`config.mk`:
```
export PLATFORM = sky130hd
export DESIGN_NAME = prod_accumulator
export DESIGN_NICKNAME = d
export VERILOG_FILES = /design/src/rtl/prod_accumulator.sv
export SDC_FILE = /design/constraint.sdc
export NUM_CORES = 1
export LEC_CHECK = 0
export ABC_AREA = 1
export BUFFER_PORTS_ARGS = -buffer_cell sky130_fd_sc_hd__buf_2
export CAP_MARGIN = 20
export CORE_MARGIN = 1.5
export CORE_UTILIZATION = 43
export DETAILED_ROUTE_END_ITERATION = 16
export SLEW_MARGIN = 20
export SYNTH_ARGS = -nofsm -noshare
export SYNTH_HDL_FRONTEND = slang
export SYNTH_SLANG_ARGS = --single-unit
```
`constraint.sdc`:
```
create_clock -name clk -period 3.1 [get_ports clk]
set_clock_uncertainty 0.05 [all_clocks]
set_input_delay 0.465 -clock clk [delete_from_list [all_inputs] [get_ports clk]]
set_output_delay 0.465 -clock clk [all_outputs]
set_load 0.02 [all_outputs]
```
`src/rtl/prod_accumulator.sv`:
```
// Product accumulator: sums a programmed number of multiplier products.
// Optional saturation on carry out is enabled by defining ACC_SAT_EN.
module prod_accumulator #(
   parameter int PROD_W = 32,
   parameter int ACC_W  = 40,
   parameter int CNT_W  = 8
) (
   input  logic              clk,
   input  logic              rst_n,
   input  logic              clear,
   input  logic              start,
   input  logic [CNT_W-1:0]  len,
   input  logic              in_valid,
   output logic              in_ready,
   input  logic [PROD_W-1:0] product,
   output logic              out_valid,
   input  logic              out_ready,
   output logic [ACC_W-1:0]  acc_out,
   output logic [CNT_W-1:0]  term_cnt,
   output logic              overflow
);

   typedef enum logic [1:0] {
      IDLE  = 2'd0,
      ACCUM = 2'd1,
      HOLD  = 2'd2
   } state_t;

   state_t            state;
   state_t            state_nxt;
   logic [CNT_W-1:0]  len_q;
   logic [ACC_W:0]    sum;
   logic [ACC_W-1:0]  acc_nxt;
   logic              carry;
   logic              accept;
   logic              last;

   assign accept = in_valid & in_ready;
   assign last   = ((term_cnt + CNT_W'(1)) == len_q);
   assign sum    = {1'b0, acc_out} + (ACC_W + 1)'(product);
   assign carry  = sum[ACC_W];

   // Next accumulator value: clamp or wrap on carry out
   always_comb begin
      acc_nxt = sum[ACC_W-1:0];
`ifdef ACC_SAT_EN
      if (carry) begin
         acc_nxt = {ACC_W{1'b1}};
      end
`else
      acc_nxt = sum[ACC_W-1:0];
`endif
   end

   // State register
   always_ff @(posedge clk or negedge rst_n) begin
      if (!rst_n) begin
         state <= IDLE;
      end else begin
         state <= state_nxt;
      end
   end

   // Next-state logic; clear overrides every transition
   always_comb begin
      state_nxt = state;
      case (state)
         IDLE: begin
            if (start) begin
               state_nxt = (len == '0) ? HOLD : ACCUM;
            end
         end
         ACCUM: begin
            if (accept && last) begin
               state_nxt = HOLD;
            end
         end
         HOLD: begin
            if (out_ready) begin
               state_nxt = IDLE;
            end
         end
         default: state_nxt = IDLE;
      endcase
      if (clear) begin
         state_nxt = IDLE;
      end
   end

   // Handshake outputs decoded from state
   always_comb begin
      in_ready  = 1'b0;
      out_valid = 1'b0;
      case (state)
         ACCUM:   in_ready  = 1'b1;
         HOLD:    out_valid = 1'b1;
         default: begin
            in_ready  = 1'b0;
            out_valid = 1'b0;
         end
      endcase
   end

   // Datapath: length latch, accumulator, term counter, sticky overflow
   always_ff @(posedge clk or negedge rst_n) begin
      if (!rst_n) begin
         len_q    <= '0;
         acc_out  <= '0;
         term_cnt <= '0;
         overflow <= 1'b0;
      end else if (clear) begin
         acc_out  <= '0;
         term_cnt <= '0;
         overflow <= 1'b0;
      end else if (state == IDLE && start) begin
         len_q    <= len;
         acc_out  <= '0;
         term_cnt <= '0;
         overflow <= 1'b0;
      end else if (accept) begin
         acc_out  <= acc_nxt;
         term_cnt <= term_cnt + CNT_W'(1);
         if (carry) begin
            overflow <= 1'b1;
         end
      end
   end

endmodule

```
# Word level (Yosys, flattened, before mapping)
# Cells that the tools add are included.
[word_totals] ff_bits=59 latch_bits=0 ramBits=0 rom_bits=0 output_inout_bits=51 n_memories=0
[op_classes] n_addsub=2 multipliers=0 div_mod_pow=0 magnitude_cmp=0 n_eq_ne=6 shifts=0 muxes=18 n_bitwise=2 reduce_logical=9
[ops] operator="40-bit 2-to-1 mux" n=3
[ops] operator="40-bit by 32-bit adder with 41-bit output" n=1
[ops] operator="8-bit 2-to-1 mux" n=3
[ops] operator="2-bit 2-to-1 mux" n=5
[ops] operator="3-bit != test (second input constant)" n=3
[ops] operator="8-bit by 1-bit adder with 8-bit output (second input constant)" n=1
[ops] operator="8-bit == test" n=1
[ops] operator="8-bit logical NOT" n=1
[ops] operator="1-bit 2-to-1 mux" n=6
[ops] operator="2-bit case mux with 3 select lines" n=1
[ops] operator="3-bit nonzero test" n=2
[ops] operator="2-bit AND reduction" n=2
[ops] operator="3-bit AND reduction" n=1
[ops] operator="2-bit by 1-bit == test with 1-bit output (second input constant)" n=1
[ops] operator="2-bit == test (second input constant)" n=1
[ops] operator="1-bit logical AND" n=2
[ops] operator="2-bit logical NOT" n=1
[ops] operator="1-bit AND" n=1
[ops] operator="1-bit inverter" n=1

# Longest topological paths before layout
# Gate-level depths: netlist of run 1.
[logic_depth] word_depth=7 mapped_depth=15 ltp_nobuf=15

# Least setup slack after synthesis of run 1
# OpenSTA, ideal clock, no wires.
[synth_timing] path_kind="register to register" start="register acc_out[0]" end="register acc_out[32]" arrival_ns=1.966 t_required_ns=2.930 setup_slack_ns=0.964 path_stages_with_launch=15 period_less_slack_ns=2.136 path_cell_list="dfrtp_1 -> ha_1 -> fa_1 -> nand2_1 -> nand3_1 -> nand2_1 -> clkinv_1 -> nand2_1 -> nand2_1 -> nand2_1 -> nand2_2 -> nand2_2 -> nand2_4 -> a21oi_1 -> nor2_1"
[synth_via] elab_chain_cells=4
[synth_lines] item="start: declaration" line="18" source="output logic [ACC_W-1:0] acc_out,"
[synth_lines] item="start signal: assignment" line="121" source="acc_out <= acc_nxt;"
[synth_lines] item="40-bit by 32-bit adder with 41-bit output" line="40" source="assign sum = {1'b0, acc_out} + (ACC_W + 1)'(product);"
[synth_lines] item="40-bit 2-to-1 mux" line="120" source="end else if (accept) begin"
[synth_lines] item="40-bit 2-to-1 mux" line="115" source="end else if (state == IDLE && start) begin"
[synth_lines] item="40-bit 2-to-1 mux" line="111" source="end else if (clear) begin"
# No other way between the ends. The select of a mux whose other input is x is not followed.
# A chain may end at the register's enable or synchronous reset.

# Worst setup path in the final report of run 1
[layout_timing] start="register acc_out[0]" end="register acc_out[36]"
# The elaborated chain is that of the path after synthesis.

==> run metrics, run 1 <==
fin. max-slew vios 0; CTS Buf Count 9; synth warn 0; clock slew at reported path FFs 50 ps; multi-input combinational cell area 3320 µm²; Distinct cells, synth 35; # rows 40; syn_nets 948; Cells after DPL around 1100; pin count of the biggest net entering global routing 37; setup bufs post-CTS 0; Core ar. 12100 µm²; final core occ 0.526; CTS H-tree depth 3; final net count 1050; clk_lat worst skew 340 ps; Leakage 3.68 nW; RSZ-0062 raised after global routing false; DR iter-0 viols 313; Die W about 110 µm; Die Area 13100 µm²; io pins 97; critical path startpoint category flip-flop; Max transition margin 0.670; hold buffers post-CTS 0; PostCTS Resize Cnt 0; Starting Density 0.443; Post-synth EDFFs 0; initial antenna violation count 0; vias in the first global route 5269; PD cells 508 nW/µm²; number of fill cells 1295; final cell count without fillers 1142; # setup viols final 0; fin area 6340 µm²; worst-path maximum fanout 5; CP arrival 2490 ps; first-pass GRT wire length 25200 µm; flip-flop and latch area 1480 µm²; Area Overhead vs Synth 18.7%; Setup TNS Final 0 ps; Synth Cell Area about 5300 µm²; Vias between 5000 and 6000; chip height 114 µm; status finished, final reports clean; TritonCTS clock tree yes; sequential cell area fraction in the yosys report 0.276; critical path capture point type flip-flop; Final Hold Vio Count 0; Vias/cell 4.91; clock tree sinks 59; Total GRT Usage 0.245; top-area cell type share of the netlist area 0.276; leading area contributor after synthesis dfrtp_1; Post-route DRC 0; Synth area leaders dfrtp_1, nand2_1, inv_1, ha_1, nor2_1; Tightest Hold Check Type in2async; Setup Crit Path Kind reg2reg; CP required 3280 ps; wire length per cell about 13 µm; Placer Congestion 0.897; Post-DP Area around 6000 µm²; drt first pass iters 5; peak supply drop between 300 and 400 µV; Synth Area per Inst roughly 6.2 µm²; Tmin final between 2000 and 2500 ps; worst slew pin tran 494 ps; layout cell share with drive strength beyond 1 0.166; total of max-cap violations 0; Top FF cell, synth dfrtp_1; Clock Tree Root clkbuf_16; worst-case clock buffer depth 2; number of port buffers 96; register bit total from synthesis 59; asr flop ratio synth 1.00; ANT cells 0; FMAX 434 MHz; part of the cycle the worst path needs 0.744; Final ANT Viol Nets 0; hpwl dp 12000 µm; Synth Instances 868; DRT Wirelength 15200 µm; Remaining Overflow, GRT 0
[through the flow]
step	setup WS, ps	total power, mW	hold WS (ps)
global route	609	3.44	103
finish	794	3.22	61.3
detailed placement	640	2.08	438
CTS	825	3.25	71.2
global placement	713	2.08	443
floorplan	964	1.77	119
[final timing paths]
| check | from | slack (ps) | cells past startpoint | endpoint |
|---|---|---|---|---|
| hold reg to reg | acc_out[10]$_DFFE_PN0P_ | 460 | 2 | acc_out[10]$_DFFE_PN0P_ |
| hold / removal | rst_n | 60 | 2 | acc_out[13]$_DFFE_PN0P_ |
| setup / recovery | acc_out[0]$_DFFE_PN0P_ | 790 | 14 | acc_out[36]$_DFFE_PN0P_ |
| min in group clk | out_ready | 330 | 4 | state[1]$_DFFE_PN0P_ |
| max in group asynchronous | rst_n | 2510 | 2 | acc_out[1]$_DFFE_PN0P_ |
| setup reg to reg | acc_out[0]$_DFFE_PN0P_ | 790 | 14 | acc_out[36]$_DFFE_PN0P_ |
[cells in the final DEF, fill, tap and decap left out, drive strengths merged]
cell type,Yosys,routed
nand2,338,338
inv,131,131
buf,8,100
nor2,93,93
nand3,64,64
dfrtp,59,59
a21oi,50,50
o21ai,47,47
ha,33,33
nand4,10,10
nand3b,9,9
clkbuf,1,9
nor3,6,6
o21bai,5,5
clkinv,2,5
bufinv,0,3
o22ai,2,2
o21a,2,2
a22o,2,2
o31ai,1,1
nor4,1,1
a21o,1,1
or2,1,1
a21boi,1,1
fa,1,1
[area by class of cell]
type	instances	area share
repair buffers	100	0.0805
inverters	133	0.0787
well taps	168	0.0331
flip-flops and latches	59	0.233
clock buffers	9	0.0355
clock inverters	6	0.0166
multi-input cells	667	0.523
[routing by layer]
layer,track usage,up-vias,routed length (µm)
li1,-,2948,-
met4,0.0808,0,262
met5,0,-,0
met3,0.0323,18,722
met2,0.390,136,6650
met1,0.343,2502,7560
[power breakdown]
group	switching, mW	internal [mW]
registers	0.0940	0.875
clock network	0.379	0.776
logic	0.743	0.355
total	1.22	2.01
[state kept, by name, summed over array words and instances, names as in the netlist]
register / count
len_q: 8
term_cnt: 8
acc_out: 40
overflow: 1
state: 2
[synth_stat cells, types with 2 or more instances]
library cell / number
nor3_1: 6
o22ai_1: 2
nand2_2: 11
nand3_2: 9
a21oi_1: 49
nand3_1: 55
o21ai_1: 6
dfrtp_1: 59
o21a_1: 2
nor2_1: 77
a22o_1: 2
ha_1: 33
inv_2: 9
buf_2: 6
clkinv_1: 2
nand4_1: 10
nand2_1: 326
o21ai_0: 41
nor2_2: 8
inv_1: 122
o21bai_1: 5
nor2_8: 2
nor2_4: 6
nand3b_1: 9
[cell families (layout without fill, tap and decap cells)]
| kind of cell | Yosys count | count (layout) | share of synthesized area |
|---|---|---|---|
| flops | 59 | 59 | 0.276 |
| fa+ha+maj | 34 | 34 | 0.0810 |
| buf+inv | 142 | 248 | 0.103 |
| simple gates | 522 | 522 | 0.428 |
| compound gates | 111 | 111 | 0.111 |
[worst max-delay path: stages, from the launching register on]
cell	delay [ps]
dfrtp_1	400
ha_1	240
fa_1	450
nand2_1	110
nand3_1	70
nand2_1	80
clkinv_1	80
nand2_1	70
nand2_1	110
nand2_1	90
nand2_2	90
nand2_2	90
nand2_4	60
a21oi_1	130
nor2_1	60
Power figures use the tool's default switching activity.
==> run 2: changes to the inputs <==
Clock period 3.1 ns to 2.3 ns, I/O delays scaled along.
==> run 2 against run 1 <==
  * Final area increased by 2.5%
  * Highest routed layer unchanged
  * Clock power increased by 46%
  * Critical path depth decreased by 3
  * Total power increased by 40%
  * Fmax increased by 9.1%
  * Wire length increased by 3.5%
  * Cell count increased by 1.1%
  * First-iteration DRC count increased by 19%
==> run metrics, run 2 (same netlist as run 1, synthesis figures left out) <==
Area Overhead vs Synth 21.7%; DR iter-0 viols 373; chip height approximately 110 µm; Setup Crit Path Kind reg2reg; slowest stage delay, CP 390 ps; crit-path most repeated cell nand2_1; Slowest cell on crit path dfrtp_1; Post-DP Area 6120 µm²; Max transition margin 0.699; worst-case clock buffer depth 2; biggest regs acc_out (40), len_q (8), term_cnt (8); number of port buffers 96; drt first pass iters 5; Reg power frac 0.288; clock slew at reported path FFs ~60 ps; Setup TNS Final 0 ps; crit-path cells ha_1, nand2_1, inv_1, nand2_1, nand3_1, a21oi_1, nand3_2, nand2_1, nand2_1, a21oi_1, nor2_1; CP top delay family simple AND/OR/NAND/NOR gates; clock tree sinks 59; hpwl dp 12200 µm; clk_lat worst skew about 340 ps; Tightest Hold Check Type in2reg; final core occ 0.539; critical path capture point type flip-flop; GR Layer Usage met3 0.0508; commonest non-fill, non-tap cell in the layout nand2_1; worst r2r path cells 11; Clock Tree Root clkbuf_16; Core ar. 12100 µm²; Worst Path Buf+Inv 1; Vias/cell 4.88; Die W roughly 110 µm; pin count of the biggest net entering global routing 60; Die Area 13100 µm²; Placer Congestion 0.871; Starting Density 0.443; initial antenna violation count 0; Remaining Overflow, GRT 0; Tmin final 2110 ps; Final Hold Vio Count 0; layout cell share with drive strength beyond 1 0.179; WHS Path Cells 4; RSZ-0062 raised after global routing false; first-pass GRT wire length 26200 µm; worst slew pin tran about 450 ps; TritonCTS clock tree yes; Vias 5638; critical path startpoint category flip-flop; Total GRT Usage 0.255; CTS H-tree depth 3; fin area 6500 µm²; min-delay src out_ready; FF-to-FF End acc_out[37]$_DFFE_PN0P_; met2 Track Usage GR 0.410; ANT cells 0; gr busiest metal met2; most frequent cells in the layout nand2_1, inv_1, buf_2, nor2_1, dfrtp_1; Pint 2.86 mW; reg-to-reg setup timing slack 190 ps; Switching Share 0.368; part of the cycle the worst path needs 0.919; worst r2r src acc_out[19]$_DFFE_PN0P_; fin. max-slew vios 0; CTS Buf Count 9; Comb pwr share 0.340; status finished, final reports clean; Largest Register acc_out; Final ANT Viol Nets 0; io pins 97; Net Sw Power 1.67 mW; Crit. path cell count 11; end of the worst hold path state[1]$_DFFE_PN0P_; CP arrival 2300 ps; DRT Wirelength 15700 µm; # rows 40; PD cells 696 nW/µm²; CP required 2480 ps; peak supply drop 422 µV; total of max-cap violations 0; Leakage 3.76 nW; clock power share 0.371; vias in the first global route 5394; final net count 1062; Post-route DRC 0; wire length per cell around 14 µm; worst-path maximum fanout 5; met1 Use GR 0.349; # setup viols final 0; FMAX about 470 MHz; max reg flops 40
[run 2: changes by cell type in the layout (fill, tap and decap cells not counted), sizes merged]
cell         previous run  this run
dlygate4sd3             0         1
clkinv                  5         3
clkbuf                  9        11
buf                   100       111
bufinv                  3         4
[run 2: final cells by class]
cell class,count,area [µm²]
Fill cell,1287,5560
Multi-Input combinational cell,667,3330
Sequential cell,59,1480
Timing Repair Buffer,112,628
Inverter,133,499
Clock buffer,11,233
Tap cell,168,210
Clock inverter,5,125
[run 2: per-layer routing]
layer	up-vias	wire (µm)
met5	-	0
met4	0	217
met3	17	894
met2	151	7030
met1	2488	7580
li1	2982	-
[run 2: worst max path at each step]
stage	startpoint	endpoint	slack [ps]
2_1_floorplan	acc_out[0]$_DFFE_PN0P_	acc_out[32]$_DFFE_PN0P_	160
6_report	acc_out[19]$_DFFE_PN0P_	acc_out[37]$_DFFE_PN0P_	190
3_3_place_gp	product[0]	acc_out[32]$_DFFE_PN0P_	100
5_1_grt	acc_out[0]$_DFFE_PN0P_	acc_out[32]$_DFFE_PN0P_	20
3_5_place_dp	product[0]	acc_out[36]$_DFFE_PN0P_	80
4_1_cts	acc_out[0]$_DFFE_PN0P_	acc_out[36]$_DFFE_PN0P_	150
[run 2: stage by stage]
step                      setup WS [ps]  total power, mW  hold WS (ps)  instances
after floorplan                     164             2.38        -0.591        868
after global placement              101             2.85           337       1138
after detailed placement           78.1             2.85           335       1138
after CTS                           146             4.56           215       1155
after global routing               18.9             4.83           250       1155
final                               186             4.52           220       1155
[run 2: worst min-delay path: stages]
cell and delay (ps):
buf_2 70, inv_1 40, nand3_1 70, nand2_1 50
[run 2: repair_timing]
item                                    in CTS  in global routing
setup buffers                                0                  0
hold buffers                                 1                  0
endpoints found under the hold margin       59                  0
endpoints found under the setup margin       0                  8
gates resized for setup                      0                  5
[run 2: power by group through the flow]
stage / clock (mW) / sequential (mW) / combinational [mW]
2_1_floorplan: 0 / 1.36 / 1.02
3_3_place_gp: 0 / 1.32 / 1.53
3_5_place_dp: 0 / 1.32 / 1.53
4_1_cts: 1.72 / 1.30 / 1.54
5_1_grt: 1.76 / 1.33 / 1.75
6_report: 1.68 / 1.31 / 1.54
